### src/rtl/pipelined_adder.sv
// Purpose : PARALLELISM-bit add/subtract split into NUM_STAGES equal segments with carry registered between stages.
// Latency : NUM_STAGES cycles from acceptance to out_valid, one result per cycle.
// Backpr. : out_valid & ~out_ready freezes every stage (bubbles included); in_ready = ~stall.
//
// Ports:
//   clk, rst_n                        clock (rising edge), async active-low reset
//   in_valid/in_ready                 operand handshake
//   add1, add0, carry_in, sub         operands A and B; sub=1 computes A + ~B + 1 (carry_in ignored)
//   out_valid/out_ready               result handshake
//   sum, carry_out, overflow          result mod 2^PARALLELISM, MSB carry (1 = no borrow on sub), signed overflow
module pipelined_adder #(
  parameter int PARALLELISM = 32,
  parameter int NUM_STAGES  = 4,
  parameter int ARCH_TYPE   = 0
) (
  input  logic                   clk,
  input  logic                   rst_n,
  input  logic                   in_valid,
  output logic                   in_ready,
  input  logic [PARALLELISM-1:0] add1,
  input  logic [PARALLELISM-1:0] add0,
  input  logic                   carry_in,
  input  logic                   sub,
  output logic                   out_valid,
  input  logic                   out_ready,
  output logic [PARALLELISM-1:0] sum,
  output logic                   carry_out,
  output logic                   overflow
);

  // Guarded so that an illegal stage count reports the error below rather
  // than a divide-by-zero during elaboration.
  localparam int NS = (NUM_STAGES >= 1) ? NUM_STAGES : 1;
  localparam int W  = PARALLELISM / NS;

  if (NUM_STAGES < 1 || (PARALLELISM % NS) != 0) begin : g_bad_params
    $error("pipelined_adder: PARALLELISM must be divisible by NUM_STAGES and NUM_STAGES >= 1");
  end

  logic stall;
  logic advance;

  assign stall    = out_valid & ~out_ready;
  assign advance  = ~stall;
  assign in_ready = ~stall;

  // Transaction state entering each stage. Every stage carries the full
  // operands (upper slices not yet consumed) and the partial sum (lower
  // slices already produced), so each stage holds a complete transaction.
  logic [PARALLELISM-1:0] a_in [NS];
  logic [PARALLELISM-1:0] b_in [NS];
  logic [PARALLELISM-1:0] s_in [NS];
  logic                   c_in [NS];
  logic                   v_in [NS];

  // B is inverted once at acceptance; the +1 of the two's complement rides
  // in as the stage-0 carry.
  assign a_in[0] = add1;
  assign b_in[0] = sub ? ~add0 : add0;
  assign s_in[0] = '0;
  assign c_in[0] = sub | carry_in;
  assign v_in[0] = in_valid;

  for (genvar k = 0; k < NS; k++) begin : g_stage
    logic [W-1:0]           seg_a;
    logic [W-1:0]           seg_b;
    logic [W-1:0]           seg_s;
    logic                   seg_c;
    logic [PARALLELISM-1:0] s_nxt;

    assign seg_a = a_in[k][k*W +: W];
    assign seg_b = b_in[k][k*W +: W];

    if (ARCH_TYPE == 1) begin : g_ripple
      always_comb begin : ripple
        logic c;
        c     = c_in[k];
        seg_s = '0;
        for (int i = 0; i < W; i++) begin
          seg_s[i] = seg_a[i] ^ seg_b[i] ^ c;
          c        = (seg_a[i] & seg_b[i]) | (c & (seg_a[i] ^ seg_b[i]));
        end
        seg_c = c;
      end
    end else begin : g_behav
      assign {seg_c, seg_s} = {1'b0, seg_a} + {1'b0, seg_b} + {{W{1'b0}}, c_in[k]};
    end

    // Splice this stage's segment into the partial sum.
    always_comb begin
      s_nxt            = s_in[k];
      s_nxt[k*W +: W]  = seg_s;
    end

    if (k < NS - 1) begin : g_mid
      logic [PARALLELISM-1:0] a_q;
      logic [PARALLELISM-1:0] b_q;
      logic [PARALLELISM-1:0] s_q;
      logic                   c_q;
      logic                   v_q;

      // Bubbles advance their valid bit but leave the data registers alone.
      always_ff @(posedge clk or negedge rst_n) begin
        if (!rst_n) begin
          a_q <= '0;
          b_q <= '0;
          s_q <= '0;
          c_q <= 1'b0;
          v_q <= 1'b0;
        end else if (advance) begin
          v_q <= v_in[k];
          if (v_in[k]) begin
            a_q <= a_in[k];
            b_q <= b_in[k];
            s_q <= s_nxt;
            c_q <= seg_c;
          end
        end
      end

      assign a_in[k+1] = a_q;
      assign b_in[k+1] = b_q;
      assign s_in[k+1] = s_q;
      assign c_in[k+1] = c_q;
      assign v_in[k+1] = v_q;
    end else begin : g_last
      // Result registers only load on a valid transaction, so they keep the
      // last result while out_valid is low.
      always_ff @(posedge clk or negedge rst_n) begin
        if (!rst_n) begin
          out_valid <= 1'b0;
          sum       <= '0;
          carry_out <= 1'b0;
          overflow  <= 1'b0;
        end else if (advance) begin
          out_valid <= v_in[k];
          if (v_in[k]) begin
            sum       <= s_nxt;
            carry_out <= seg_c;
            overflow  <= (a_in[k][PARALLELISM-1] == b_in[k][PARALLELISM-1]) &
                         (s_nxt[PARALLELISM-1] != a_in[k][PARALLELISM-1]);
          end
        end
      end
    end
  end

endmodule

### config.mk
export PLATFORM = sky130hd
export DESIGN_NAME = pipelined_adder
export DESIGN_NICKNAME = d
export VERILOG_FILES = /design/src/rtl/pipelined_adder.sv
export SDC_FILE = /design/constraint.sdc
export NUM_CORES = 1
export LEC_CHECK = 0
export CAP_MARGIN = 10
export CORE_ASPECT_RATIO = 1.5
export CORE_MARGIN = 1
export CORE_UTILIZATION = 50
export CTS_CLUSTER_SIZE = 25
export DETAILED_ROUTE_END_ITERATION = 10
export HOLD_SLACK_MARGIN = 0.08
export PLACE_DENSITY_LB_ADDON = 0.3
export SKIP_CTS_REPAIR_TIMING = 1
export SYNTH_ARGS = -nofsm -noshare
export SYNTH_HDL_FRONTEND = slang
export SYNTH_SLANG_ARGS = --single-unit
### constraint.sdc
create_clock -name clk -period 3 [get_ports clk]
set_input_delay 0.9 -clock clk [delete_from_list [all_inputs] [get_ports clk]]
set_output_delay 0.9 -clock clk [all_outputs]
set_load 0.05 [all_outputs]
==> summary.md <==
| Metric | Value |
|---|---|
| Startpoint type of the worst setup path | `input port` |
| Boundary Pins | `106` |
| Complex-gate fraction of the synthesized area | `0.0815` |
| Via Count | `5159` |
| Peak Freq | `0.342 GHz` |
| Synth Area in XOR/XNOR | `0.0552` |
| Mux share of post-synthesis cell area | `0.171` |
| RR Endpoint | `sum[30]$_DFFE_PN0P_` |
| Critical path class | `input port to flip-flop` |
| Post-Synthesis Cells | `655` |
| Main combinational cell family by area after synthesis | `multiplexers` |
| Number of global-route vias before repair | `5654` |
| Clk sinks | `185` |
| Final period util | `0.974` |
| Max_cap viols | `0` |
| Tmin final | `2920 ps` |
| # setup viols final | `0` |
| Adder-Cell Fraction of Synth Area | `0.0608` |
| Seq cells post-synth | `185` |
| R2r worst-path depth | `8` |
| Pwr dens | `between 1000 and 1500 nW/um^2` |
| Crit path DAT | `3220 ps` |
| Routability Congestion | `0.859` |
| Nets | `873` |
| Req. time, crit path | `3290 ps` |
| H-tree depth | `4` |
| Area of the multi-input gates | `3540 sq um` |
| Final slew viol count | `0` |
| Routed wire per std cell | `16.0 um` |
| Clk_skew | `9.67 ps` |
| Die ar. | `17300 sq um` |
| Starting Density | `0.514` |
| CP dominant cell by count | `fa_1` |
| Clock Tree Buf Depth | `2` |
| Relative slew slack | `0.623` |
| FF-to-FF setup slack | `700 ps` |
| Worst skew pair latency | `420 ps` |
| FILL cells | `roughly 1300` |
| Site Rows | `57` |
| First-pass GRT wire length | `approximately 27000 um` |
| Synth unique cells | `39` |
| Worst hold path class | `input port to asynchronous set/reset pin` |
| Router iterations before antenna repair | `4` |
| RSZ-0062 raised after global routing | `no` |
| Syn avg cell area | `12.8 sq um` |
| Iter 0 DRT Violations | `161` |
| Post-Synth Simple-Gate Area | `0.0514` |
| Mapped Nets | `761` |
| CP max FO | `3` |
| Port Buffers | `105` |
| Final WL | `15700 um` |
| R2r startpoint | `g_stage[2].g_mid.b_q[24]$_DFFE_PN0P_` |
| Die width | `108 um` |
| Post-DRT Antenna Nets | `0` |
| Hpwl dp | `between 10000 and 15000 um` |
| CP Buf/Inv Count | `2` |
| All-layer global routing usage | `0.200` |
| VDD IR max | `0.623 mV` |
| Nature of the critical path endpoint | `flip-flop` |
| Clock slew at reported path FFs | `60 ps` |
| Area growth syn-to-layout | `22.9%` |
| Vias per cell | `5.26` |
| Slowest cell on crit path | `fa_1` |
| Share of cells above drive strength 1 | `0.238` |
| CORE AREA | `16300 sq um` |
| Sequential fraction of the synthesis area | `0.551` |
| Clock buffer count from CTS | `17` |
| Setup_tns | `0 ps` |
| Hold Fails Final Rpt | `0` |
| CP cell instances | `clkdlybuf4s50_1 -> or2_2 -> fa_1 -> inv_1 -> fa_1 -> nor2b_1 -> o31ai_4 -> nand2b_1 -> a211oi_1 -> o31ai_1` |
| Ant diodes | `0` |
| Cell count along the critical path | `10` |
| Largest net degree at the start of global routing | `67` |
| Post-Synthesis Cell Area | `8400 sq um` |
| Measured slew at the worst slew-check pin | `roughly 570 ps` |
| Ys Warns | `0` |
| Static leakage | `4.54 nW` |
| Overflow left after global routing | `0` |
| Outcome | `finished clean` |
| Die H | `161 um` |
| Power Total | `11.6 mW` |
| Storage element area | `~4600 sq um` |
| Drt drc | `0` |
| CTS tree | `yes` |
| Initial antenna violation count | `0` |
| Crit path largest cell delay | `430 ps` |
| CP delay by family, top | `compound AO/OA/AOI/OAI gates` |
| CTS root buf | `clkbuf_16` |
[report_power, final]
part / switching [mW] / internal (mW)
combinational: 2.76 / 2.47
clock: 0.851 / 1.23
sequential: 0.621 / 3.62
total: 4.24 / 7.32
[metal layers]
metal | up-vias | wire (um) | GRT usage
li1 | 2495 | - | -
met1 | 2563 | 6420 | 0.227
met2 | 92 | 8700 | 0.365
met3 | 9 | 405 | 0.0434
met4 | 0 | 129 | 0.0660
met5 | - | 0 | 0
[cells in the final DEF (no fill, tap or decap), drive strengths merged, types with 8 or more instances in the layout]
cell type	count
o21ai	61
xor2	27
mux2	126
buf	21
nor3	10
xnor2	26
inv	13
nand2	62
nor2	12
clkbuf	23
a21oi	18
clkdlybuf4s50	102
dfrtp	185
fa	8
ha	28
[state kept, by name, indices dropped and copies added, names as in the netlist]
signal,count
g_stage.g_mid.a_q,48
g_stage.g_mid.v_q,3
overflow,1
g_stage.g_mid.c_q,3
carry_out,1
out_valid,1
g_stage.g_mid.b_q,48
sum,32
g_stage.g_mid.s_q,48
[cells by family (layout without fill, tap and decap cells)]
group | after synthesis | after routing
adder cells (fa/ha/maj) | 36 | 36
flip-flops | 185 | 185
AND/OR/NAND/NOR | 100 | 100
buffers and inverters | 43 | 162
multiplexers | 126 | 126
XOR/XNOR | 53 | 53
AO/OA/AOI/OAI | 112 | 112
[stage by stage]
step | std cells | utilization | hold WS (ps) | worst slack [ps] | area, sq um
2_1_floorplan | 655 | - | 445 | 16.7 | 8400
6_report | 980 | 0.632 | 449 | 79.4 | 10300
3_5_place_dp | 953 | 0.598 | 468 | -327 | 9760
3_3_place_gp | 953 | 0.598 | 458 | -128 | 9760
4_1_cts | 979 | 0.631 | 463 | 123 | 10300
5_1_grt | 980 | 0.632 | 473 | 29.4 | 10300
[synth_stat cells, drive strengths merged]
master   count  area (sq um)
dfrtp      185          4630
mux2       126          1440
nand2       62           240
o21ai       61           309
ha          28           350
xor2        27           236
buf         26           180
xnor2       26           228
a21oi       18          90.1
inv         13          48.8
nor2        12          45.0
nor3        10          50.1
fa           8           160
nand2b       7          43.8
o31ai        7          76.3
a211oi       6          50.1
a21o         4          30.0
a31oi        4          31.3
clkbuf       4          15.0
nand3        4          20.0
o21bai       4          30.0
a41o         2          20.0
and2         2          12.5
o2111ai      2          17.5
o211ai       2          15.0
o21a         2          15.0
and2b        1          7.51
nor2b        1          6.26
or2          1          6.26
[final cells by class]
| cell class | count | area share |
|---|---|---|
| inverters | 13 | 0.00473 |
| flip-flops and latches | 185 | 0.448 |
| multi-input cells | 427 | 0.343 |
| repair buffers | 123 | 0.126 |
| clock inverters | 3 | 0.00412 |
| well taps | 206 | 0.0250 |
| clock buffers | 23 | 0.0482 |
[how the worst max path moves through the flow]
stage | startpoint | endpoint | slack, ps
6_report | carry_in | g_stage[0].g_mid.s_q[6]$_DFFE_PN0P_ | 80
4_1_cts | carry_in | g_stage[0].g_mid.s_q[6]$_DFFE_PN0P_ | 120
2_1_floorplan | sub | g_stage[0].g_mid.s_q[6]$_DFFE_PN0P_ | 20
3_5_place_dp | carry_in | g_stage[0].g_mid.s_q[6]$_DFFE_PN0P_ | -330
5_1_grt | add0[0] | g_stage[0].g_mid.c_q$_DFFE_PN0P_ | 30
3_3_place_gp | carry_in | g_stage[0].g_mid.s_q[6]$_DFFE_PN0P_ | -130
No activity file was read; power rests on OpenSTA's default activity.
